`config.mk`:
```
export PLATFORM = sky130hd
export DESIGN_NAME = pfu_pchinfo_buf
export DESIGN_NICKNAME = d
export VERILOG_FILES = /design/src/rtl/pfu_pchinfo_buf.sv
export SDC_FILE = /design/constraint.sdc
export NUM_CORES = 1
export LEC_CHECK = 0
export CAP_MARGIN = 20
export CORE_MARGIN = 1
export CORE_UTILIZATION = 45
export DETAILED_ROUTE_END_ITERATION = 8
export MAX_ROUTING_LAYER = met4
export PLACE_DENSITY_LB_ADDON = 0.1
export SLEW_MARGIN = 10
export SYNTH_ARGS = -nofsm -noshare
export SYNTH_HDL_FRONTEND = slang
export SYNTH_SLANG_ARGS = --single-unit
export TNS_END_PERCENT = 30
```
`constraint.sdc`:
```
create_clock -name clk -period 6.4 [get_ports clk]
set_input_delay 0.96 -clock clk [delete_from_list [all_inputs] [get_ports clk]]
set_output_delay 0.96 -clock clk [all_outputs]
set_load 0.02 [all_outputs]
```
`src/rtl/pfu_pchinfo_buf.sv`:
```
// pfu_pchinfo_buf: FWFT patch-info staging buffer with instruction-group tracking for the PFU
module pfu_pchinfo_buf #(
  parameter int PCHINFO_BW = 16,
  parameter int DEPTH      = 16,
  parameter int ADDR_BW    = 4,
  parameter int GRP_MAX    = 4,
  parameter int GRPCNT_BW  = 3
) (
  input  logic                  clk,
  input  logic                  rst_n,
  input  logic                  flush,
  input  logic                  push,
  input  logic [PCHINFO_BW-1:0] push_data,
  input  logic                  push_last,
  input  logic                  pop,
  output logic [PCHINFO_BW-1:0] pop_data,
  output logic                  pchinfo_rdlast,
  output logic                  pchwr_stall,
  output logic                  grp_avail,
  output logic [ADDR_BW:0]      count,
  output logic [GRPCNT_BW-1:0]  grp_cnt,
  output logic                  empty,
  output logic                  full,
  output logic                  ovf_err,
  output logic                  unf_err
);
  logic [PCHINFO_BW:0]   mem_q [DEPTH];
  logic [PCHINFO_BW:0]   mem_d [DEPTH];
  logic [ADDR_BW-1:0]    wr_ptr_q, wr_ptr_d, rd_ptr_q, rd_ptr_d;
  logic [ADDR_BW:0]      count_q, count_d;
  logic [GRPCNT_BW-1:0]  grp_cnt_q, grp_cnt_d;
  logic                  ovf_q, ovf_d, unf_q, unf_d;
  logic                  acc_push, acc_pop, head_last;

  assign empty          = count_q == '0;
  assign full           = count_q == (ADDR_BW+1)'(DEPTH);
  assign pchwr_stall    = full | (grp_cnt_q == GRPCNT_BW'(GRP_MAX));
  assign grp_avail      = grp_cnt_q != '0;
  assign head_last      = mem_q[rd_ptr_q][PCHINFO_BW];
  assign pop_data       = mem_q[rd_ptr_q][PCHINFO_BW-1:0];
  assign pchinfo_rdlast = ~empty & head_last;
  assign count          = count_q;
  assign grp_cnt        = grp_cnt_q;
  assign ovf_err        = ovf_q;
  assign unf_err        = unf_q;
  assign acc_push       = push & ~pchwr_stall & ~flush;
  assign acc_pop        = pop & ~empty & ~flush;

  always_comb begin
    mem_d = mem_q;
    if (acc_push) mem_d[wr_ptr_q] = {push_last, push_data};
    wr_ptr_d  = flush ? '0 : wr_ptr_q + ADDR_BW'(acc_push);
    rd_ptr_d  = flush ? '0 : rd_ptr_q + ADDR_BW'(acc_pop);
    count_d   = flush ? '0 : count_q + (ADDR_BW+1)'(acc_push) - (ADDR_BW+1)'(acc_pop);
    grp_cnt_d = flush ? '0 : grp_cnt_q + GRPCNT_BW'(acc_push & push_last)
                                       - GRPCNT_BW'(acc_pop & head_last);
    ovf_d     = ovf_q | (push & pchwr_stall & ~flush);
    unf_d     = unf_q | (pop & empty & ~flush);
  end

  always_ff @(posedge clk) mem_q <= mem_d;

  always_ff @(posedge clk) begin
    if (!rst_n) begin
      wr_ptr_q  <= '0;
      rd_ptr_q  <= '0;
      count_q   <= '0;
      grp_cnt_q <= '0;
      ovf_q     <= 1'b0;
      unf_q     <= 1'b0;
    end else begin
      wr_ptr_q  <= wr_ptr_d;
      rd_ptr_q  <= rd_ptr_d;
      count_q   <= count_d;
      grp_cnt_q <= grp_cnt_d;
      ovf_q     <= ovf_d;
      unf_q     <= unf_d;
    end
  end
endmodule
```
==> flow_summary.yaml <==
status:
  outcome: "finished clean"
grt:
  antenna_found_initial: 0
  grt_pass1_wl_um: 36220
  grt_pass1_vias: 5842
  grt_usage_pct: 20.00
  grt_max_degree: 48
  grt_overflow: 0
drt:
  avgRoutedWirePerCell_um: 24.74
  ant_nets: 0
  vias_per_cell: 5.545
  wirelength_um: 23950
  dr_wl_met3_um: 1713
  drc_errors: 0
  m1WireLength_um: 9727
  wl_met2_um: 12110
  drtIter0Drc: 389
  vias: 5368
  top_layer: "met4"
  drtPass1Iterations: 4
power:
  p_leak_uw: 0.004171
  vdd_drop_max_v: 0.0002152
  power.density_mw_per_mm2: 296.3
  power_uw: 3922
die:
  num_rows: 57
  die_area_mm2: 0.02574
  die_h_um: 160.4
  start_util_pct: 46.18
  num_io_pins: 53
  die_w_um: 160.4
  core-area_mm2: 0.02446
logic_synthesis:
  synthesis.nets: 580
  synth-edff-count: 272
  synth_top_area_cell: "edfxtp_1"
  synth.area.top_cells: "edfxtp_1, mux4_2, dfxtp_1"
  yosysMostFrequentCell: "edfxtp_1"
  yosys.cell_types.count: 39
  synth_commonest_cells: "edfxtp_1, mux4_2, a22oi_1"
  syn_inst: 544
  async_flop_share_pct: 0
  synthDominantCellAreaShare_pct: 72.31
  seq_area_frac_synth_pct: 75.50
  synth_ff_type: "edfxtp_1"
  ys_warn_count: 0
  syn_area_mm2: 0.01130
  avgSynthCellArea_um2: 20.76
  synth_seq_cells: 290
clock_network:
  clock_latency_ns: 0.54
  cts_resized: 0
  cts_hold_buffers: 0
  clkTransAtPathRegs_ns: 0.06
  clk_path_buf_depth: 3
  numCtsBuffers: 29
  cts_tree: "built"
  clkSinkCount: 290
  cts_max_level: 1
  cts_setup_buffers: 0
  cts_root_buf: "clkbuf_16"
critical_path:
  r2r-end: "count[4]"
  critical_path_class: "reg -> out"
  worstSetupStartpointType: "flip-flop"
  worstPathRequired_ns: 5.44
  worstRegToRegCells: 13
  worstPathArrival_ns: 3.49
  cp-end-kind: "output pin"
  path_max_fanout: 47
  r2r-start: "count[2]"
  reg2reg_slack_ns: 2.98
timing:
  setup_tns_ns: 0
  period_share_pct: 69.48
  slew_headroom_pct: 27.01
  report.final.slew_viol_count: 0
  finalSetupViolCount: 0
  rsz0062_at_grt: "false"
  tightest_slew_ns: 1.095
  finalHoldViolCount: 0
  max_freq_mhz: 224.9
  fin_crit_ns: 4.447
  finClkSkew_ns: 0.01424
hold_path:
  hold_path_depth: 1
  hold_start: "ovf_err"
  worstHoldPathType: "reg -> reg"
  whs_endpoint: "ovf_err"
flow_run:
  drv_cap: 0
finish:
  antennaDiodeCount: 0
  fillers: 1917
  layout-drive-gt1-share_pct: 22.36
  nNetsFinal: 658
  area_growth_pct: 17.18
  final_core_util_pct: 54.11
place:
  dpl.hpwl_um: 13610
  gp_congestion: 0.7551
  io_buffer_count: 52
==> registers in the layout, indices dropped and copies added, names as in the netlist <==
signal,count
unf_err,1
count,5
mem_q,272
rd_ptr_q,4
grp_cnt,3
wr_ptr_q,4
ovf_err,1
==> cells by family (layout without fill, tap and decap cells) <==
| kind of cell | after synthesis | count (layout) | share of synthesized area (%) |
|---|---|---|---|
| compound gates | 43 | 43 | 2.791 |
| buf+inv | 38 | 138 | 1.938 |
| xor+xnor | 9 | 9 | 0.6978 |
| mux | 70 | 70 | 13.75 |
| flops | 290 | 290 | 75.50 |
| fa+ha+maj | 14 | 14 | 1.684 |
| simple gates | 80 | 80 | 3.644 |
==> how the worst max path moves through the flow <==
stage / from / end / slack [ns] / cells past startpoint
detailed placement: rd_ptr_q[0] / pop_data[4] / 2.37 / 5
floorplan: count[2] / mem_q[170] / 2.87 / 6
CTS: rd_ptr_q[0] / pop_data[4] / 1.77 / 5
global route: rd_ptr_q[0] / pop_data[8] / 1.60 / 5
global placement: rd_ptr_q[0] / pop_data[4] / 2.37 / 5
finish: rd_ptr_q[0] / pop_data[8] / 1.95 / 5
==> per-stage QoR <==
step	hold slack (ns)	setup WS [ns]	cell area [um^2]	std cells
3_3_place_gp	0.4542	2.375	12310	914
4_1_cts	0.4876	1.771	13240	968
2_1_floorplan	0.5745	2.873	11300	544
6_report	0.4778	1.953	13240	968
5_1_grt	0.5033	1.603	13240	968
3_5_place_dp	0.4732	2.365	12320	915
==> cell usage in the layout, fill, tap and decap left out, types with 2 or more instances in the layout <==
master | synthesis | layout
edfxtp_1 | 272 | 272
mux4_2 | 59 | 59
clkdlybuf4s50_1 | 0 | 52
a22oi_1 | 33 | 33
clkbuf_16 | 0 | 29
buf_4 | 4 | 22
nand2_1 | 21 | 21
dfxtp_1 | 18 | 16
nor2_1 | 15 | 14
ha_1 | 12 | 12
inv_1 | 11 | 11
nor3_2 | 0 | 9
and2_1 | 8 | 8
mux4_1 | 7 | 7
nand2b_1 | 6 | 6
nor2b_1 | 6 | 6
clkinv_2 | 0 | 6
clkbuf_1 | 9 | 6
xnor2_1 | 5 | 5
nor4_2 | 0 | 4
mux2i_1 | 4 | 4
xor2_1 | 4 | 4
clkinv_1 | 0 | 4
a21oi_1 | 3 | 3
clkinvlp_4 | 0 | 3
bufinv_16 | 0 | 3
nor4_4 | 0 | 2
a221oi_1 | 2 | 2
or3_1 | 2 | 2
nand3_1 | 2 | 2
fa_1 | 2 | 2
==> layer usage <==
metal	global-route usage (%)	vias to the layer above
li1	-	2405
met1	25.38	2795
met2	33.51	139
met3	3.073	29
met4	5.758	0
met5	-	-
==> layout make-up <==
class                   count  area [um^2]  area share (%)
flip-flops and latches    290         8533           64.47
multi-input cells         216         2651           20.03
clock buffers              35        748.2           5.653
repair buffers             74        685.7           5.180
well taps                 324        405.4           3.063
clock inverters            18        171.4           1.295
inverters                  11        41.29          0.3119
==> critical path: stages, from the launching register on <==
cell	delay [ns]
dfxtp_4	0.94
buf_4	0.55
mux4_2	0.55
a22oi_1	0.26
nand2_1	0.08
clkdlybuf4s50_1	0.54
==> where the power goes <==
part	leakage (uW)	internal, uW	total (uW)	switching, uW
logic	0.00113	87.7	190	102
registers	0.00260	2090	2100	13.5
clock network	0.000442	951	1630	681
(Power assumes the default switching activity.)
